**config.mk**
```make
export PLATFORM = sky130hd
export DESIGN_NAME = fetch_unit
export DESIGN_NICKNAME = d
export VERILOG_FILES = /design/src/rtl/fetch_unit.sv
export SDC_FILE = /design/constraint.sdc
export NUM_CORES = 1
export LEC_CHECK = 0
export CAP_MARGIN = 20
export CORE_MARGIN = 1.5
export CORE_UTILIZATION = 38
export DETAILED_ROUTE_END_ITERATION = 6
export PLACE_DENSITY = 0.75
export SLEW_MARGIN = 25
export SYNTH_ARGS = -nofsm -noshare
export SYNTH_HDL_FRONTEND = slang
export SYNTH_SLANG_ARGS = --single-unit
```
**constraint.sdc**
```tcl
create_clock -name clock -period 2.1 [get_ports clock]
set_input_delay 0.42 -clock clock [delete_from_list [all_inputs] [get_ports clock]]
set_output_delay 0.42 -clock clock [all_outputs]
set_load 0.05 [all_outputs]
```
**src/rtl/fetch_unit.sv**
```systemverilog
// rtl/fetch_unit.sv - program counter and IF/ID register with boot, stall, redirect and sticky fault
module fetch_unit #(
    parameter logic [31:0] TEXT_BASE = 32'h0040_0000,
    parameter logic [31:0] TEXT_LAST = 32'h0040_4000
) (
    input  logic        clock,
    input  logic        reset,
    input  logic [31:0] mem_instruction,
    input  logic [31:0] start_addr,
    input  logic        stall,
    input  logic        redirect_valid,
    input  logic [31:0] redirect_target,
    output logic [31:0] fetch_addr,
    output logic        if_id_valid,
    output logic [31:0] if_id_instr,
    output logic [31:0] if_id_pc,
    output logic [31:0] if_id_pc_plus4,
    output logic        fetch_fault,
    output logic [31:0] fault_pc
);

    typedef enum logic [1:0] {
        BOOT  = 2'd0,
        RUN   = 2'd1,
        FAULT = 2'd2
    } state_t;

    state_t      state;
    logic [31:0] pc;
    logic        pc_bad;

    assign fetch_addr = pc;

    // A wrapped pc lands below TEXT_BASE, so the range check also covers overflow.
    assign pc_bad = (pc[1:0] != 2'b00) || (pc < TEXT_BASE) || (pc > TEXT_LAST);

    always_ff @(posedge clock) begin
        if (reset) begin
            state          <= BOOT;
            pc             <= TEXT_BASE;
            if_id_valid    <= 1'b0;
            if_id_instr    <= 32'd0;
            if_id_pc       <= 32'd0;
            if_id_pc_plus4 <= 32'd0;
            fetch_fault    <= 1'b0;
            fault_pc       <= 32'd0;
        end else begin
            case (state)
                BOOT: begin
                    pc    <= start_addr;
                    state <= RUN;
                end
                RUN: begin
                    if (redirect_valid) begin
                        pc          <= redirect_target;
                        if_id_valid <= 1'b0;
                        if_id_instr <= 32'd0;
                    end else if (stall) begin
                        pc <= pc;
                    end else if (pc_bad) begin
                        fault_pc    <= pc;
                        fetch_fault <= 1'b1;
                        if_id_valid <= 1'b0;
                        if_id_instr <= 32'd0;
                        state       <= FAULT;
                    end else begin
                        if_id_instr    <= mem_instruction;
                        if_id_pc       <= pc;
                        if_id_pc_plus4 <= pc + 32'd4;
                        if_id_valid    <= 1'b1;
                        pc             <= pc + 32'd4;
                    end
                end
                FAULT: begin
                    pc <= pc;
                end
                default: begin
                    state <= BOOT;
                    pc    <= TEXT_BASE;
                end
            endcase
        end
    end

endmodule

```
==> reports/metrics.csv, run 1 <==
stage,metric,value,unit
outcome,status,"finished, violations left",
outcome,failing checks,"design-rule violations, negative setup slack",
timing,max_slew headroom,0.626,
floorplanning,io pins,262,
place,Placed Cells,1165,
routing,post-DR vias/cell,5.19,
floorplanning,row count,45,
worst_setup_path,cell at the slowest stage of the critical path,or4_4,
floorplanning,Die ar.,16600,sq um
flow_run,maxcap violations,0,
power_and_ir_drop,VDD IR max,0.534,mV
clocking,total CTS buffers,17,
routing,vias after detailed routing,6333,
clocking,Clock transition at path regs,70,ps
worst_setup_path,critical path's most frequent cell,nor3_4,
logic_synthesis,synth unique cells,48,
logic_synthesis,fraction of registers with async set/reset,0,
timing,PnR worst setup slack,-125,ps
logic_synthesis,Synth Warn #,0,
logic_synthesis,leading area contributor after synthesis,dfxtp_1,
logic_synthesis,post-synthesis register bit count,162,
logic_synthesis,Cells after Synth,685,
logic_synthesis,Synth area leaders,"dfxtp_1, nand2_1, nor2_1",
logic_synthesis,"Seq/Total Area, Yosys",0.540,
timing,Final Hold Fails,0,
floorplanning,Die Span Y,129,um
logic_synthesis,Syn Area/Cell,8.77,sq um
power_and_ir_drop,static leakage,4.08,nW
finish,area delta synth->final,75.9,%
worst_setup_path,CP required,2450,ps
worst_hold_path,worst hold path class,input pin to flop,
timing,Setup TNS Final,-6600,ps
worst_setup_path,Setup Crit Path Kind,flop to flop,
global_routing,grt ovf,0,
routing,DRT Pass-1 Iters,7,
worst_setup_path,CP Max Fanout,5,
place,Port-buffer cells,261,
clocking,CTS sink count,162,
finish,final cell count without fillers,1221,
floorplanning,core outline area,15300,sq um
global_routing,first-pass GRT wire length,31100,um
logic_synthesis,Mapped Area,6010,sq um
clocking,CTS root buffer,clkbuf_16,
timing,RSZ-0062 raised after global routing,true,
logic_synthesis,Post-synth EDFFs,0,
place,Final HPWL DP,14700,um
timing,"Slew Viols, Final",0,
timing,clk_skew,9.38,ps
place,Final GP Congestion,0.870,
routing,1st-iter DRT viols,505,
timing,Least-Margin Pin Slew,559,ps
floorplanning,initial core utilization,0.392,
global_routing,vias in the first global route,5729,
worst_setup_path,Startpoint Class,flop,
finish,Final #Nets,1098,
worst_setup_path,CP endpoint kind,flop,
routing,DRT antenna net count,0,
power_and_ir_drop,Cell Pwr Density,722,nW/um^2
finish,share of cells above drive strength 1,0.225,
worst_setup_path,critical-path cell list,or4_4 -> nor3_4 -> nand4_4 -> nor3_4 -> buf_6 -> buf_4 -> clkbuf_16 -> nand2_1 -> a21oi_1,
logic_synthesis,syn nets,787,
routing,# DRC,4,
timing,final setup fails,128,
clocking,TritonCTS clock tree,built,
clocking,hold_buf cts,0,
clocking,H-tree Lvls,4,
worst_setup_path,Worst path max stage delay,550,ps
global_routing,largest net degree at the start of global routing,55,
logic_synthesis,top cell type's share of synthesized area,0.540,
logic_synthesis,ys flop type,dfxtp_1,
timing,crit path time final,2230,ps
timing,Achievable Freq,0.449,GHz
routing,Detailed Route WL,22300,um
timing,final clock period utilization by the worst path,1.06,
global_routing,initial antenna violation count,1,
global_routing,GRT Total Usage,0.243,
worst_setup_path,Critical Path AT,2580,ps
finish,final core utilization,0.690,
timing,Worst Hold Slack,429,ps
routing,DR WL/cell,18.3,um
floorplanning,die width,129,um
clocking,Max Buffers Root-to-Sink,2,
finish,Finished Cell Area,10600,sq um
clocking,clk_lat worst skew,430,ps
place,Placed Area,9310,sq um
critical path: cells and delay by family (launching register included):
family	cells	cell delay, ps
and+or+nand+nor	5	1260
buffers and inverters	3	430
DFF	1	320
AOI/OAI and AO/OA	1	130
Yosys cell counts, types with 2 or more instances:
| library cell | number |
|---|---|
| a211oi_1 | 10 |
| a21oi_1 | 60 |
| a222oi_1 | 17 |
| a22oi_1 | 33 |
| a32o_1 | 3 |
| and2_1 | 34 |
| and3_1 | 2 |
| and4_1 | 2 |
| buf_2 | 13 |
| buf_4 | 2 |
| clkbuf_1 | 45 |
| dfxtp_1 | 162 |
| ha_1 | 2 |
| inv_1 | 13 |
| mux2i_1 | 6 |
| nand2_1 | 110 |
| nand3_1 | 6 |
| nand4_1 | 5 |
| nor2_1 | 84 |
| nor2b_1 | 5 |
| nor3_1 | 13 |
| nor4_1 | 6 |
| o21ai_0 | 14 |
| o21ai_1 | 2 |
| o32ai_1 | 3 |
| or3_1 | 2 |
| xnor2_1 | 8 |
| xor2_1 | 3 |
through the flow:
| stage | setup WS [ps] | power [mW] |
|---|---|---|
| 2_1_floorplan | -76.4 | 3.90 |
| 4_1_cts | -108 | 7.59 |
| 3_5_place_dp | -108 | 4.49 |
| 3_3_place_gp | -73.8 | 4.48 |
| 5_1_grt | -231 | 7.88 |
| 6_report | -125 | 7.62 |
registers in the layout, summed over array words and instances, names as in the netlist:
signal / cells
fault_pc: 32
fetch_addr: 32
fetch_fault: 1
if_id_instr: 32
if_id_pc: 32
if_id_pc_plus4: 30
if_id_valid: 1
state: 2
power breakdown:
part	leakage (nW)	total [mW]	switching, mW	internal [mW]
combinational	2.47	1.29	0.745	0.541
sequential	1.32	3.20	0.0537	3.15
clock	0.293	3.14	1.41	1.73
cell families (layout without fill, tap and decap cells):
logic type,Yosys count,after routing,share of synthesized area
compound gates,151,151,0.167
xor+xnor,11,11,0.0160
fa+ha+maj,2,2,0.00417
buf+inv,73,397,0.0496
flops,162,162,0.540
mux,7,7,0.0119
other cells,0,1,0
simple gates,279,279,0.211
cell usage in the layout (no fill, tap or decap), drive strengths merged, types with 18 or more instances in the layout:
master         synthesis  layout
dfxtp                162     162
nand2                110     110
a21oi                 60      60
a22oi                 33      33
inv                   13      24
clkdlybuf4s50          0     226
and2                  35      35
buf                   15      92
dlygate4sd2            0      18
nor2                  84      84
clkbuf                45      27
layer usage:
layer,routed length [um],global-route usage,vias up,share of wire
li1,-,-,2983,-
met1,9240,0.317,3033,0.41
met2,10900,0.385,271,0.49
met3,1580,0.0649,46,0.071
met4,609,0.0965,0,0.027
met5,0,0,-,0
final cells by class:
type,count,area [sq um]
fill,1181,4750
clock buffer,18,439
tap,211,264
inverter,13,48.8
timing repair buffer,352,3600
clock inverter,14,155
antenna,1,2.50
multi-input combinational,450,2780
sequential,162,3270
path summary, 6_finish.rpt:
path / end / startpoint / slack (ps) / cells past startpoint
worst max-delay path: if_id_pc[14] / fetch_addr[20] / -130 / 9
worst min-delay path: fault_pc[1] / reset / 430 / 2
worst max register to register: if_id_pc[14] / fetch_addr[20] / -130 / 9
worst min register to register: fault_pc[1] / fault_pc[1] / 450 / 2
what timing repair did:
| action | in CTS | in global routing |
|---|---|---|
| pin swaps | 0 | 74 |
| buffers inserted | 2 | 7 |
| gates cloned | 0 | 15 |
| endpoints found under the setup margin | 137 | 163 |
| gates resized for setup | 22 | 90 |
(Power assumes the default switching activity.)
==> run 2: changes to the inputs <==
- GPL_TIMING_DRIVEN: not set -> 1
- SETUP_SLACK_MARGIN: not set -> 0.4
==> reports/metrics.csv, run 2 (same netlist as run 1, synthesis figures left out) <==
stage,metric,value,unit,change
clocking,Clock transition at path regs,70,ps,about the same
outcome,failing checks,"design-rule violations, negative setup slack",,
worst_setup_path,CP Launch Point,fetch_addr[31],,
timing,Setup TNS Final,-8730,ps,-2140 ps
power_and_ir_drop,clock share of power,0.408,,-0.003
place,Final GP Congestion,0.911,,+4.7%
timing,Achievable Freq,0.448,GHz,-0.32%
clocking,H-tree Lvls,4,,unchanged
worst_setup_path,cell at the slowest stage of the critical path,or4_4,,
worst_setup_path,CP Max Fanout,7,,+2
power_and_ir_drop,Sw Ratio,0.292,,+0.00307
floorplanning,row count,45,,unchanged
clocking,clk_lat worst skew,430,ps,about the same
clocking,Max Buffers Root-to-Sink,2,,unchanged
worst_setup_path,Worst path max stage delay,540,ps,about the same
worst_setup_path,Critical Path AT,2580,ps,about the same
clocking,CTS sink count,162,,unchanged
global_routing,grt ovf,0,,unchanged
finish,"most common cell after layout, fill and taps aside",dfxtp_1,,
flow_run,maxcap violations,0,,unchanged
power_and_ir_drop,static leakage,6.20,nW,+52%
finish,Reg area,3270,sq um,about the same
timing,Final Hold Fails,0,,unchanged
worst_setup_path,Startpoint Class,flop,,
worst_hold_path,worst hold path class,flop to flop,,
timing,Least-Margin Pin Slew,577,ps,+18.4 ps
floorplanning,Die Span Y,129,um,unchanged
routing,DRT Pass-1 Iters,7,,unchanged
power_and_ir_drop,Power Total,7.61,mW,-0.17%
worst_setup_path,CP required,2450,ps,about the same
place,Port-buffer cells,261,,unchanged
floorplanning,Die ar.,16600,sq um,unchanged
global_routing,vias in the first global route,5922,,+3.4%
routing,DR WL/cell,18.6,um,+2.0%
finish,area of the multi-input gates,2880,sq um,+3.3%
finish,final core utilization,0.718,,+0.0279
routing,1st-iter DRT viols,426,,-16%
clocking,CTS root buffer,clkbuf_16,,
timing,max_slew headroom,0.615,,-0.0117
timing,PnR worst setup slack,-133,ps,-7.18 ps
power_and_ir_drop,Cell Pwr Density,692,nW/um^2,-4.1%
worst_setup_path,critical-path cell list,or4_4 -> nor3_4 -> nand4_4 -> nor3_4 -> buf_6 -> buf_8 -> buf_12 -> buf_6 -> a22oi_2 -> nor2_1,,
clocking,TritonCTS clock tree,built,,
routing,Detailed Route WL,22800,um,+2.2%
worst_setup_path,CP endpoint kind,flop,,
global_routing,initial antenna violation count,0,,-1
global_routing,first-pass GRT wire length,32100,um,+3.1%
timing,RSZ-0062 raised after global routing,true,,
timing,final clock period utilization by the worst path,1.06,,+0.00342
finish,share of cells above drive strength 1,0.280,,+0.0554
timing,crit path time final,2230,ps,+7.19 ps
routing,DRT antenna net count,0,,unchanged
floorplanning,core outline area,15300,sq um,unchanged
finish,diodes inserted,0,,-1
routing,vias after detailed routing,6348,,+0.24%
worst_hold_path,Hold Startpoint,fault_pc[19],,
finish,most frequent cells in the layout,"dfxtp_1, dlymetal6s2s_1, nand2_1",,
finish,fillcell total,1120,,-5.2%
floorplanning,io pins,262,,unchanged
floorplanning,die width,129,um,unchanged
place,Final HPWL DP,14400,um,-1.6%
timing,final setup fails,145,,+13%
floorplanning,initial core utilization,0.392,,unchanged
timing,"Slew Viols, Final",0,,unchanged
worst_setup_path,r2r startpoint,fetch_addr[31],,
power_and_ir_drop,internal power,5.39,mW,-0.60%
worst_setup_path,Setup Crit Path Kind,flop to flop,,
clocking,total CTS buffers,17,,unchanged
worst_setup_path,CP bufs+invs,4,,+1
power_and_ir_drop,Combinational Power Share,0.171,,+0.002
finish,Final #Nets,1102,,+0.36%
power_and_ir_drop,VDD IR max,0.565,mV,+5.8%
outcome,status,"finished, violations left",,
global_routing,largest net degree at the start of global routing,45,,-18%
routing,post-DR vias/cell,5.19,,about the same
worst_setup_path,cell family with the largest share of critical-path delay,simple AND/OR/NAND/NOR gates,,
power_and_ir_drop,Flop pwr share,0.421,,about the same
global_routing,GRT Total Usage,0.253,,+0.00963
timing,clk_skew,13.8,ps,+4.41 ps
routing,# DRC,4,,unchanged
clocking,hold_buf cts,0,,unchanged
power_and_ir_drop,P_sw,2.22,mW,+0.89%
finish,area delta synth->final,83.0,%,
## run 2: changes by cell type in the layout (fill, tap and decap cells not counted), sizes merged, moves of 5 or more
cell,before,now
dlygate4sd2,18,1
clkbuf,27,22
clkdlybuf4s15,0,19
clkdlybuf4s50,226,98
dlymetal6s2s,7,118
buf,92,112
## run 2: final timing paths
check / to / depth (start not counted) / slack (ps)
max: if_id_instr[8] / 10 / -130
min: fault_pc[19] / 2 / 450
max reg2reg: if_id_instr[8] / 10 / -130
min reg2reg: fault_pc[19] / 2 / 450
## run 2: cell type report
cell class	count	share of cell area
Timing Repair Buffer	356	0.359
Clock buffer	17	0.0387
Tap cell	211	0.0240
Multi-Input combinational cell	450	0.262
Sequential cell	162	0.297
Clock inverter	15	0.0150
Inverter	13	0.00444
## run 2: worst register-to-register path: cells and delay by family (launching register included)
| kind | cells | cell delay, ps |
|---|---|---|
| compound gates | 1 | 60 |
| buf+inv | 4 | 470 |
| flops | 1 | 350 |
| simple gates | 5 | 1280 |
## run 2: what timing repair did
action                     CTS  global route
resized for setup          149           202
pin swaps                   24            45
setup endpoints to repair  312           292
buffers inserted            11             4
gates cloned                 6             7
## run 2: layer usage
layer / part of all wire / GRT usage
met5: 0 / 0
met4: 0.034 / 0.120
met3: 0.066 / 0.0628
met2: 0.49 / 0.402
met1: 0.41 / 0.323
## run 2: power by group through the flow
stage	Clock (mW)	Combinational (mW)	Sequential, mW
after floorplan	0	0.390	3.52
after global placement	0	1.22	3.27
after detailed placement	0	1.22	3.27
after CTS	3.13	1.23	3.20
after global routing	3.28	1.37	3.21
final	3.11	1.30	3.20
## run 2: through the flow
step | hold WS, ps | instance area, sq um | worst slack [ps] | std cells
2_1_floorplan | 558 | 6240 | -81.7 | 685
3_3_place_gp | 438 | 9360 | -95.1 | 1164
3_5_place_dp | 443 | 9360 | -161 | 1164
4_1_cts | 425 | 10200 | -68.4 | 1213
5_1_grt | 463 | 11000 | -213 | 1224
6_report | 452 | 11000 | -133 | 1224
==> run 3: changes to the inputs <==
- SLEW_MARGIN: 25 -> not set
==> results of run 3 <==
The final DEF is identical to that of run 2; final timing and power are the same.
